<file path="src/rtl/mmips_pkg.sv">
// rtl/mmips_pkg.sv - shared MMIPS constants, stack op encoding and op decode
// Purpose: word width and stack depth defaults plus the decoded stack operation
//          type shared by stack_unit and its reference model.
// Ports:   none (package).
package mmips_pkg;

  localparam int WORD_W      = 8;
  localparam int STACK_DEPTH = 16;

  typedef enum logic [2:0] {
    SOP_IDLE,
    SOP_PUSH,
    SOP_POP,
    SOP_TOS,
    SOP_REPLACE
  } stack_op_t;

  // push and pop together form a replace; tos only counts when neither is high.
  function automatic stack_op_t decode_op(input logic i_push, input logic i_pop,
                                          input logic i_tos);
    stack_op_t v_op;
    v_op = SOP_IDLE;
    if (i_push && i_pop)      v_op = SOP_REPLACE;
    else if (i_push)          v_op = SOP_PUSH;
    else if (i_pop)           v_op = SOP_POP;
    else if (i_tos)           v_op = SOP_TOS;
    return v_op;
  endfunction

endpackage

</file>
<file path="src/rtl/stack_ram.sv">
// rtl/stack_ram.sv - DEPTH x WIDTH stack storage, sync write, async read
// Purpose: backing array for stack_unit; contents are never reset.
// Ports:   clk      - clock
//          i_we     - write enable
//          i_waddr  - write index
//          i_wdata  - write data
//          i_raddr  - read index (top of stack)
//          o_rdata  - combinational read data
module stack_ram #(
  parameter int WIDTH = 8,
  parameter int DEPTH = 16,
  parameter int AW    = $clog2(DEPTH)
) (
  input  logic             clk,
  input  logic             i_we,
  input  logic [AW-1:0]    i_waddr,
  input  logic [WIDTH-1:0] i_wdata,
  input  logic [AW-1:0]    i_raddr,
  output logic [WIDTH-1:0] o_rdata
);

  logic [WIDTH-1:0] r_mem [DEPTH];

  always_ff @(posedge clk) begin
    if (i_we) r_mem[i_waddr] <= i_wdata;
  end

  assign o_rdata = r_mem[i_raddr];

endmodule

</file>
<file path="src/rtl/stack_unit.sv">
// rtl/stack_unit.sv - MMIPS operand stack with pointer, decode and sticky error flags
// Purpose: push/pop/tos/replace sequencing over stack_ram with a registered
//          top-of-stack output and sticky overflow/underflow flags.
// Ports:   clk, rst            - clock, synchronous active-high reset
//          push, pop, tos, din - operation strobes and push data
//          dout, dout_valid    - registered last-read top, one-cycle update pulse
//          empty, full, count  - occupancy, combinational from the pointer
//          overflow, underflow - sticky error flags
//          clr_err             - clears the sticky flags (a same-cycle error wins)
module stack_unit
  import mmips_pkg::*;
#(
  parameter int WIDTH = WORD_W,
  parameter int DEPTH = STACK_DEPTH,
  parameter int CW    = $clog2(DEPTH) + 1
) (
  input  logic             clk,
  input  logic             rst,
  input  logic             push,
  input  logic             pop,
  input  logic             tos,
  input  logic [WIDTH-1:0] din,
  output logic [WIDTH-1:0] dout,
  output logic             dout_valid,
  output logic             empty,
  output logic             full,
  output logic [CW-1:0]    count,
  output logic             overflow,
  output logic             underflow,
  input  logic             clr_err
);

  localparam int AW = $clog2(DEPTH);

  logic [CW-1:0]    r_sp;
  logic [WIDTH-1:0] r_dout;
  logic             r_dout_valid;
  logic             r_overflow;
  logic             r_underflow;

  stack_op_t        w_op;
  logic             w_empty;
  logic             w_full;
  logic             w_reads;
  logic             w_rd_ok;
  logic             w_set_unf;
  logic             w_set_ovf;
  logic             w_push_ok;
  logic             w_pop_ok;
  logic             w_we;
  logic [AW-1:0]    w_top_idx;
  logic [AW-1:0]    w_waddr;
  logic [WIDTH-1:0] w_rdata;

  assign w_empty = (r_sp == '0);
  assign w_full  = (r_sp == CW'(DEPTH));

  // Wraps to DEPTH-1 when empty, but every consumer is gated by !w_empty.
  assign w_top_idx = r_sp[AW-1:0] - AW'(1);

  always_comb begin
    w_op      = decode_op(push, pop, tos);
    w_reads   = (w_op == SOP_POP) || (w_op == SOP_TOS) || (w_op == SOP_REPLACE);
    w_rd_ok   = w_reads && !w_empty;
    w_set_unf = w_reads && w_empty;
    w_push_ok = (w_op == SOP_PUSH) && !w_full;
    w_set_ovf = (w_op == SOP_PUSH) && w_full;
    w_pop_ok  = (w_op == SOP_POP) && !w_empty;
    // Reset in the same cycle discards the op, including its array write.
    w_we      = !rst && (w_push_ok || ((w_op == SOP_REPLACE) && !w_empty));
    w_waddr   = (w_op == SOP_REPLACE) ? w_top_idx : r_sp[AW-1:0];
  end

  stack_ram #(
    .WIDTH (WIDTH),
    .DEPTH (DEPTH),
    .AW    (AW)
  ) u_ram (
    .clk     (clk),
    .i_we    (w_we),
    .i_waddr (w_waddr),
    .i_wdata (din),
    .i_raddr (w_top_idx),
    .o_rdata (w_rdata)
  );

  always_ff @(posedge clk) begin
    if (rst) begin
      r_sp         <= '0;
      r_dout       <= '0;
      r_dout_valid <= 1'b0;
      r_overflow   <= 1'b0;
      r_underflow  <= 1'b0;
    end else begin
      r_dout_valid <= w_rd_ok;
      if (w_rd_ok) r_dout <= w_rdata;
      if (w_push_ok)     r_sp <= r_sp + CW'(1);
      else if (w_pop_ok) r_sp <= r_sp - CW'(1);
      r_overflow  <= w_set_ovf | (r_overflow  & ~clr_err);
      r_underflow <= w_set_unf | (r_underflow & ~clr_err);
    end
  end

  assign dout       = r_dout;
  assign dout_valid = r_dout_valid;
  assign empty      = w_empty;
  assign full       = w_full;
  assign count      = r_sp;
  assign overflow   = r_overflow;
  assign underflow  = r_underflow;

endmodule
</file>
<file path="config.mk">
export PLATFORM = sky130hd
export DESIGN_NAME = stack_unit
export DESIGN_NICKNAME = d
export VERILOG_FILES = /design/src/rtl/mmips_pkg.sv /design/src/rtl/stack_ram.sv /design/src/rtl/stack_unit.sv
export SDC_FILE = /design/constraint.sdc
export NUM_CORES = 1
export LEC_CHECK = 0
export ABC_AREA = 1
export CORE_MARGIN = 5
export CORE_UTILIZATION = 61
export CTS_BUF_LIST = sky130_fd_sc_hd__clkbuf_8
export CTS_CLUSTER_SIZE = 28
export DETAILED_ROUTE_END_ITERATION = 10
export PLACE_DENSITY_LB_ADDON = 0.2
export RECOVER_POWER = 25
export SLEW_MARGIN = 40
export SYNTH_ARGS = -nofsm -noshare
export SYNTH_HDL_FRONTEND = slang
export SYNTH_HIERARCHICAL = 1
export SYNTH_SLANG_ARGS = --single-unit
</file>
<file path="constraint.sdc">
create_clock -name clk -period 6 [get_ports clk]
set_input_delay 0.6 -clock clk [delete_from_list [all_inputs] [get_ports clk]]
set_output_delay 0.6 -clock clk [all_outputs]
set_load 0.01 [all_outputs]
</file>
==> metrics.yaml <==
crit_buf_inv: 3
setup_slack_ns: 2.720
r2r_cells: 9
wirelength_um: 14160
grt_pass1_vias: 4409
crit_arrival_ns: 3.36
timing.reg2reg.setup_slack_ns: 2.72
yosys.area.top_type: "edfxtp_1"
ys.flop_type: "edfxtp_1"
min_delay_path_depth: 2
setup_violations: 0
die-height_um: 113.2
power_density_nw_per_um2: 345.4
maxCapViolations: 0
post_drt_wl_per_cell_um: 16.85
dp_hpwl_um: 9331
ys_ff_latch: 144
status: "finished, final reports clean"
slew_headroom: 0.3243
cp_top_family: "buffers and inverters"
boundaryPins: 32
synth_top_cells_by_count: "188 x nand2_1, 128 x edfxtp_1, 115 x inv_1"
core.rowCount: 37
drive_above_1_share: 0.06960
finalCritPeriodShare: 0.5467
multi_input_area_um2: 1718
cts_hold_buffers: 0
p_leak_nw: 3.054
final-seq-area_um2: 4164
cts_sinks: 144
vdd_drop_max_v: 0.0002143
r2r_start: "count[0]$_SDFFE_PP0P_"
required_ns: 6.08
ys_async_sr_fraction: 0
netlist.area_leader.share: 0.5915
drt-initial-drc-count: 552
gr-total-overflow: 0
syn_inst: 664
finalCriticalPeriod_ns: 3.280
worstHoldStart: "overflow$_SDFF_PP0_"
timing.fmax_mhz: 304.8
clock_skew_ns: 0.01296
fin_cells: 840
hold_end: "overflow$_SDFF_PP0_"
rsz0062_at_grt: "no"
fin_area_um2: 7177
end_kind: "register"
ys_seq_area_frac: 0.6407
yosys-top-cells-area: "edfxtp_1 59%, nand2_1 11%, nand3_1 7.7%, inv_1 6.6%, dfxtp_1 4.9%"
clk_latency_ns: 0.44
clk_pin_slew_ns: 0.08
cpMostUsedCell: "buf_4"
grt_pass1_wl_um: 22660
netlist_area_um2: 6499
design.die.area_um2: 12820
numCtsBuffers: 17
grt_max_degree: 65
gp_congestion: 0.9345
tns_ns: 0
hold_viol_final: 0
worstPathMaxFanout: 54
antenna_found_initial: 0
antenna_cells: 0
critPathMaxStageDelay_ns: 0.56
dp_slack_ns: 2.752
dp_cells: 808
cp_slowest_cell: "nor2_1"
via_per_inst: 5.396
cts_tree: "yes"
fin_nets: 711
postCtsResizedCells: 0
port_buffers: 31
utilization: 0.6921
timing.rr.end: "u_ram/r_mem[4][7]$_DFFE_PP_"
start_util: 0.6267
crit_type: "reg -> reg"
yosysUniqueCellTypes: 24
cts_htree_levels: 4
yosysWarningCount: 6
dr.pass1.iters: 6
synth.most_common_cell: "nand2_1"
drc_errors: 0
synth_edf_count: 128
core-area_um2: 10370
final_antenna_net_count: 0
worstSetupStartpointType: "register"
dpl_cell_area_um2: 6827
die_x_um: 113.2
nFillCells: 763
tightestPinTransition_ns: 1.014
clk_path_buf_depth: 2
grt_util_all_layers: 0.2360
num_vias: 4533
post_cts_buffers: 0
syn_area_per_cell_um2: 9.787
hp-class: "reg -> reg"
synth_nets: 684
crit_chain: "inv_2, buf_4, ha_1, xor2_1, buf_4, nand2_1, o21ai_0, nand3b_1, nor2_1"
area_growth_pct: 10.44
cts-root-buf: "clkbuf_8"
maxSlewViolCount: 0
[where the power goes]
group	total (mW)	internal, mW	switching (mW)
registers	1.15	1.13	0.0216
clock network	0.679	0.322	0.357
logic	0.646	0.211	0.435
[worst register-to-register path: cells and delay by family, from the launching register on]
| kind | cells | cell delay [ns] |
|---|---|---|
| AOI/OAI and AO/OA | 1 | 0.17 |
| xor gates and xnor gates | 1 | 0.15 |
| adders and majority gates | 1 | 0.26 |
| buffers and inverters | 3 | 1.04 |
| DFF | 1 | 0.35 |
| and+or+nand+nor | 3 | 0.94 |
[worst max path at each step]
stage,from,endpoint,slack [ns],depth (start not counted)
2_1_floorplan,count[0]$_SDFFE_PP0P_,u_ram/r_mem[12][0]$_DFFE_PP_,3.81,7
3_3_place_gp,count[1]$_SDFFE_PP0P_,dout[6]$_SDFFE_PP0P_,2.88,10
3_5_place_dp,count[0]$_SDFFE_PP0P_,u_ram/r_mem[6][0]$_DFFE_PP_,2.75,9
4_1_cts,count[0]$_SDFFE_PP0P_,u_ram/r_mem[6][0]$_DFFE_PP_,2.75,9
5_1_grt,count[0]$_SDFFE_PP0P_,u_ram/r_mem[4][4]$_DFFE_PP_,2.42,9
6_report,count[0]$_SDFFE_PP0P_,u_ram/r_mem[4][7]$_DFFE_PP_,2.72,9
[per-layer routing]
metal,up-vias,GRT usage,part of all wire
li1,2183,-,-
met1,2080,0.3151,0.40
met2,234,0.3681,0.47
met3,36,0.06952,0.10
met4,0,0.08974,0.028
met5,-,0,0
[cell families after synthesis]
| logic type | Yosys count | share of synthesized area |
|---|---|---|
| and+or+nand+nor | 342 | 0.2268 |
| buffers and inverters | 144 | 0.09492 |
| DFF | 144 | 0.6407 |
| AOI/OAI and AO/OA | 23 | 0.01810 |
| adders and majority gates | 6 | 0.01271 |
| xor gates and xnor gates | 5 | 0.006738 |
[cells in the final DEF (no fill, tap or decap), drive strengths merged]
| master | count |
|---|---|
| a21oi | 7 |
| a22oi | 1 |
| buf | 2 |
| bufinv | 1 |
| clkbuf | 18 |
| clkdlybuf4s50 | 26 |
| clkinv | 4 |
| clkinvlp | 7 |
| dfxtp | 16 |
| dlygate4sd3 | 4 |
| edfxtp | 128 |
| fa | 1 |
| ha | 5 |
| inv | 122 |
| nand2 | 192 |
| nand3 | 103 |
| nand3b | 3 |
| nor2 | 44 |
| o21ai | 15 |
| xnor2 | 1 |
| xor2 | 4 |
[per-stage QoR]
| step | hold slack, ns | total power, mW |
|---|---|---|
| 2_1_floorplan | 0.4811 | 1.609 |
| 3_3_place_gp | 0.4532 | 1.793 |
| 3_5_place_dp | 0.4628 | 1.807 |
| 4_1_cts | 0.4748 | 2.477 |
| 5_1_grt | 0.4946 | 2.610 |
| 6_report | 0.4748 | 2.479 |
[cell type report]
type,count,area share
multi-input combinational,376,0.2394
sequential,144,0.5802
timing repair buffer,33,0.04446
inverter,119,0.06259
clock buffer,17,0.03260
tap,136,0.02371
clock inverter,15,0.01709
[registers in the layout, summed over array words and instances, names as in the netlist]
name,flops
u_ram/r_mem,128
dout,8
count,5
dout_valid,1
overflow,1
underflow,1
No activity file was read; power rests on OpenSTA's default activity.
